`config.mk`:
```
export PLATFORM = sky130hd
export DESIGN_NAME = text_uart_tx
export DESIGN_NICKNAME = d
export VERILOG_FILES = /design/src/rtl/text_uart_tx.sv
export SDC_FILE = /design/constraint.sdc
export NUM_CORES = 1
export LEC_CHECK = 0
export ABC_AREA = 1
export CORE_ASPECT_RATIO = 1.5
export CORE_MARGIN = 8
export CORE_UTILIZATION = 56
export DETAILED_ROUTE_END_ITERATION = 7
export PLACE_DENSITY = 0.78
export SLEW_MARGIN = 40
export SYNTH_ARGS = -nofsm -noshare
export SYNTH_HDL_FRONTEND = slang
export SYNTH_SLANG_ARGS = --single-unit
export TNS_END_PERCENT = 20
```
`constraint.sdc`:
```
create_clock -name clk_in -period 3.1 [get_ports clk_in]
set_clock_uncertainty 0.2 [all_clocks]
set_input_delay 0.775 -clock clk_in [delete_from_list [all_inputs] [get_ports clk_in]]
set_output_delay 0.775 -clock clk_in [all_outputs]
set_load 0.05 [all_outputs]
```
`src/rtl/text_uart_tx.sv`:
```
// Dumps the display text buffer over a UART TX line as 8N1 frames on a start pulse.
// Optional CR LF tail after the buffer contents when TEXT_TX_CRLF_EN is defined.
module text_uart_tx #(
    parameter int unsigned CLK_FREQ  = 12000000,
    parameter int unsigned BAUD_RATE = 9600,
    parameter int unsigned MSG_LEN   = 16
) (
    input  logic       clk_in,
    input  logic       nrst,
    input  logic       start,
    output logic [3:0] buf_addr,
    input  logic [7:0] buf_data,
    output logic       tx,
    output logic       busy,
    output logic       done
);

    localparam int unsigned DIV   = CLK_FREQ / BAUD_RATE;
    localparam int unsigned CNT_W = (DIV > 2) ? $clog2(DIV) : 1;
    localparam int unsigned IDX_W = 5;
`ifdef TEXT_TX_CRLF_EN
    localparam int unsigned N_FRAMES = MSG_LEN + 2;
`else
    localparam int unsigned N_FRAMES = MSG_LEN;
`endif

    typedef enum logic [2:0] {
        S_IDLE,
        S_FETCH,
        S_START,
        S_DATA,
        S_STOP,
        S_FINISH
    } state_t;

    state_t           state_q, state_d;
    logic [IDX_W-1:0] idx_q, idx_d;
    logic [2:0]       bit_q, bit_d;
    logic [CNT_W-1:0] baud_q, baud_d;
    logic [7:0]       shift_q, shift_d;
    logic [3:0]       addr_q, addr_d;
    logic             tx_q, tx_d;
    logic             busy_q, busy_d;
    logic             done_q, done_d;

    logic [7:0]       frame_byte;
    logic             baud_end;

    assign baud_end = (baud_q == CNT_W'(DIV - 1));

    // Byte to load in FETCH: buffer contents, or the CR/LF tail past the buffer.
    always_comb begin
        frame_byte = buf_data;
`ifdef TEXT_TX_CRLF_EN
        if (idx_q == IDX_W'(MSG_LEN)) begin
            frame_byte = 8'h0D;
        end else if (idx_q == IDX_W'(MSG_LEN + 1)) begin
            frame_byte = 8'h0A;
        end
`endif
    end

    always_comb begin
        state_d = state_q;
        idx_d   = idx_q;
        bit_d   = bit_q;
        baud_d  = baud_q;
        shift_d = shift_q;
        addr_d  = addr_q;
        tx_d    = tx_q;
        busy_d  = busy_q;
        done_d  = 1'b0;

        case (state_q)
            S_IDLE: begin
                tx_d = 1'b1;
                if (start) begin
                    state_d = S_FETCH;
                    idx_d   = '0;
                    addr_d  = '0;
                    busy_d  = 1'b1;
                end
            end

            S_FETCH: begin
                shift_d = frame_byte;
                baud_d  = '0;
                tx_d    = 1'b0;
                state_d = S_START;
            end

            S_START: begin
                if (baud_end) begin
                    baud_d  = '0;
                    bit_d   = '0;
                    tx_d    = shift_q[0];
                    state_d = S_DATA;
                end else begin
                    baud_d = baud_q + CNT_W'(1);
                end
            end

            // tx is registered, so the next bit is presented from shift_q[1] as we shift.
            S_DATA: begin
                if (baud_end) begin
                    baud_d = '0;
                    if (bit_q == 3'd7) begin
                        tx_d    = 1'b1;
                        state_d = S_STOP;
                    end else begin
                        bit_d   = bit_q + 3'd1;
                        shift_d = {1'b0, shift_q[7:1]};
                        tx_d    = shift_q[1];
                    end
                end else begin
                    baud_d = baud_q + CNT_W'(1);
                end
            end

            S_STOP: begin
                tx_d = 1'b1;
                if (baud_end) begin
                    baud_d = '0;
                    if (idx_q < IDX_W'(N_FRAMES - 1)) begin
                        idx_d   = idx_q + IDX_W'(1);
                        state_d = S_FETCH;
                        if (idx_q < IDX_W'(MSG_LEN - 1)) begin
                            addr_d = 4'(idx_q + IDX_W'(1));
                        end
                    end else begin
                        state_d = S_FINISH;
                    end
                end else begin
                    baud_d = baud_q + CNT_W'(1);
                end
            end

            S_FINISH: begin
                done_d  = 1'b1;
                busy_d  = 1'b0;
                state_d = S_IDLE;
            end

            default: begin
                state_d = S_IDLE;
            end
        endcase
    end

    always_ff @(posedge clk_in or negedge nrst) begin
        if (!nrst) begin
            state_q <= S_IDLE;
            idx_q   <= '0;
            bit_q   <= '0;
            baud_q  <= '0;
            shift_q <= '0;
            addr_q  <= '0;
            tx_q    <= 1'b1;
            busy_q  <= 1'b0;
            done_q  <= 1'b0;
        end else begin
            state_q <= state_d;
            idx_q   <= idx_d;
            bit_q   <= bit_d;
            baud_q  <= baud_d;
            shift_q <= shift_d;
            addr_q  <= addr_d;
            tx_q    <= tx_d;
            busy_q  <= busy_d;
            done_q  <= done_d;
        end
    end

    assign buf_addr = addr_q;
    assign tx       = tx_q;
    assign busy     = busy_q;
    assign done     = done_q;

endmodule

```
==> results.md <==
* Outcome: finished clean
* Static Leak at 1.11 nW
* Final hold slack at between 0.2 and 0.3 ns
* Synth cell types at 26
* Die X at roughly 64 um
* Layout cells sized above 1 at 9.54%
* Aggregate global-route resource usage at 16.1%
* Number of synthesized flops with an enable pin at 0
* Total gr overflow at 0
* Area occupied by multi-input gates at 967 sq um
* Routed Antenna Nets at 0
* DP Wirelength at 3010 um
* Clock Path Buffers at 2
* Drt wl/cell at 12.7 um
* Via density at 5.28
* Crit path max fanout at 2
* Core ar. at 3350 sq um
* CP Cell Sequence: clkdlybuf4s50_1
* Synth async-reset ratio at 100%
* Yosys reg bits at 33
* Largest family of logic cells by synthesized area: simple AND/OR/NAND/NOR gates
* R2R Path End: shift_q[0]$_DFFE_PN0P_
* Post-route cell area at ~2200 sq um
* Starting Density at between 50% and 60%
* Synth Area in XOR/XNOR at 1.81%
* Final worst path period share at 83.3%
* Layout Cells excl Fill at about 330
* Mux contribution to synthesized area at 0%
* H-tree lvl count at 2
* Ys flop type: dfrtp_1
* Largest net degree at the start of global routing at 34
* Fmax at around 390 MHz
* Placed cell count at 317
* R2r startpoint: state_q[0]$_DFFE_PN0P_
* Worst-skew pair later-pin latency at 0.29 ns
* Post-route setup TNS at 0 ns
* Worst-margin pin slew at 0.497 ns
* Synth Area in Compound Gates at 5.43%
* Top post-synthesis cells by area: dfrtp_1 (41%), nand2_1 (19%), nand3_1 (8.0%)
* FF-to-FF path depth at 7
* Clk slew on worst S/H paths at 0.06 ns
* Number of port buffers at 17
* Max cap viols at 0
* Finished Core Util at between 60% and 70%
* TritonCTS clock tree: done
* First-pass GRT wire length at approximately 7300 um
* Critical path class: reg2out
* Sequential cell area at around 830 sq um
* Instance count on the critical path at 1
* Final Power at 1.93 mW
* Final Hold Fails at 0
* Mapped Area at 1940 sq um
* Max_slew headroom at 66.8%
* Avg Cell Area, Syn at 7.36 sq um
* Simple-Gate Fraction of Synth Area at 39.5%
* Root Driver: clkbuf_8
* Remaining DRCs at 0
* CP top delay family: buffers and inverters
* Hold_buf cts at 0
* CP endpoint: tx
* CP startpoint kind: flip-flop
* RD Place Congestion at 0.872
* Drt pass-1 iters at 4
* Die area at around 5600 sq um
* Routed Wire Length at slightly above 4000 um
* Most frequent cells in the layout: nand2_1 (96), dfrtp_1 (32), nand3_1 (31)
* Post-CTS Setup Bufs at 0
* Mapped Nets at 279
* Worst Path Buf+Inv at 1
* Post-synthesis cell count at 263
* Vias in the first global route at 1688
* CTS buffer count at 5
* WHS Path Cells at 2
* Worst Setup SP: tx$_DFFE_PN1P_
* Largest area contributor in the netlist: dfrtp_1
* Initial antenna violation count at 0
* Clock period minus worst slack at 2.58 ns
* Vias post-DR at 1717
* VDD IR max at 0.589 mV
* R2r setup slk at 1.13 ns
* Synth warn at 0
* RSZ-0062 raised after global routing: false
* DP Area at 2120 sq um
* ANT cells at 0
* Slowest cell delay on critical path at 0.79 ns
* Slew Limit Fails at 0
* Most common cell after layout, fill and taps aside: nand2_1
* Setup crit end kind: output port
* Register area share after synthesis at 42.7%
* WP data required at 2.12 ns
* Slowest cell on crit path: clkdlybuf4s50_1
* I/O Pins at 18
* Min-delay worst type: reg2reg
* Clk sink count at 33
* Post-layout nets at 298
* Dpl ws at 0.816 ns
* Setup-failing EPs final at 0
* Fillers at 293
* Share of the synthesized area in the top cell type at between 40% and 50%
* Die Y at 88.0 um
* PostCTS Resize Cnt at 0
* Initial drt markers at 60
* Row count at 26
* Arr. time, crit path at 1.61 ns
* Adder-cell share of the synthesized area at 3.23%
* Hold_sp: tx$_DFFE_PN1P_
* Final worst slack at around 0.52 ns
* Area Growth Syn to Fin at 14.2%
* Pwr Density at around 870 nW/um^2
-- metal layers --
layer  part of all wire [%]  GRT usage [%]  vias up
li1                       -              -      876
met5                      0              0        -
met2                     52           28.7       38
met4                    2.5           8.15        0
met1                     41           17.0      792
met3                    3.9           4.23       11
-- worst min-delay path by stage --
stage                                         to  slack (ns)
final                             tx$_DFFE_PN1P_        0.28
after CTS                         tx$_DFFE_PN1P_        0.28
after floorplan           shift_q[2]$_DFFE_PN0P_        0.24
after global routing              tx$_DFFE_PN1P_        0.30
after global placement            tx$_DFFE_PN1P_        0.25
after detailed placement          tx$_DFFE_PN1P_        0.27
-- logic make-up after synthesis --
kind of cell	after synthesis
adders and majority gates	5
and+or+nand+nor	169
DFF	33
AOI/OAI and AO/OA	20
xor gates and xnor gates	4
buffers and inverters	32
-- worst reg2reg max path: stages (launching register included) --
cell	delay (ns)
dfrtp_1	0.52
nand2_1	0.11
nor2_2	0.37
nand2_1	0.22
nand2_2	0.20
nand2_4	0.11
nand2_1	0.07
o21ai_1	0.05
-- where the power goes --
| group | switching (mW) | internal, mW |
|---|---|---|
| combinational | 0.593 | 0.300 |
| sequential | 0.136 | 0.565 |
| clock | 0.155 | 0.181 |
| total | 0.883 | 1.05 |
-- area by class of cell --
cell class,instances,area share [%]
clock buffers,8,4.07
inverters,26,4.41
multi-input cells,198,43.7
flip-flops and latches,33,37.4
well taps,42,2.38
repair buffers,18,8.03
-- sequential cells by signal, summed over array words and instances (netlist names) --
signal / count
idx_q: 5
tx: 1
done: 1
shift_q: 8
busy: 1
state_q: 3
bit_q: 3
baud_q: 11
-- cell usage after synthesis, drive strengths merged (2+ instances only) --
| cell type | instances |
|---|---|
| a21oi | 3 |
| buf | 6 |
| o21ai | 13 |
| nor2 | 20 |
| nand4 | 3 |
| ha | 5 |
| dfrtp | 32 |
| o22ai | 4 |
| or2 | 2 |
| nand2 | 104 |
| xor2 | 3 |
| nor3 | 5 |
| inv | 26 |
| nand3 | 33 |
(Power assumes the default switching activity.)
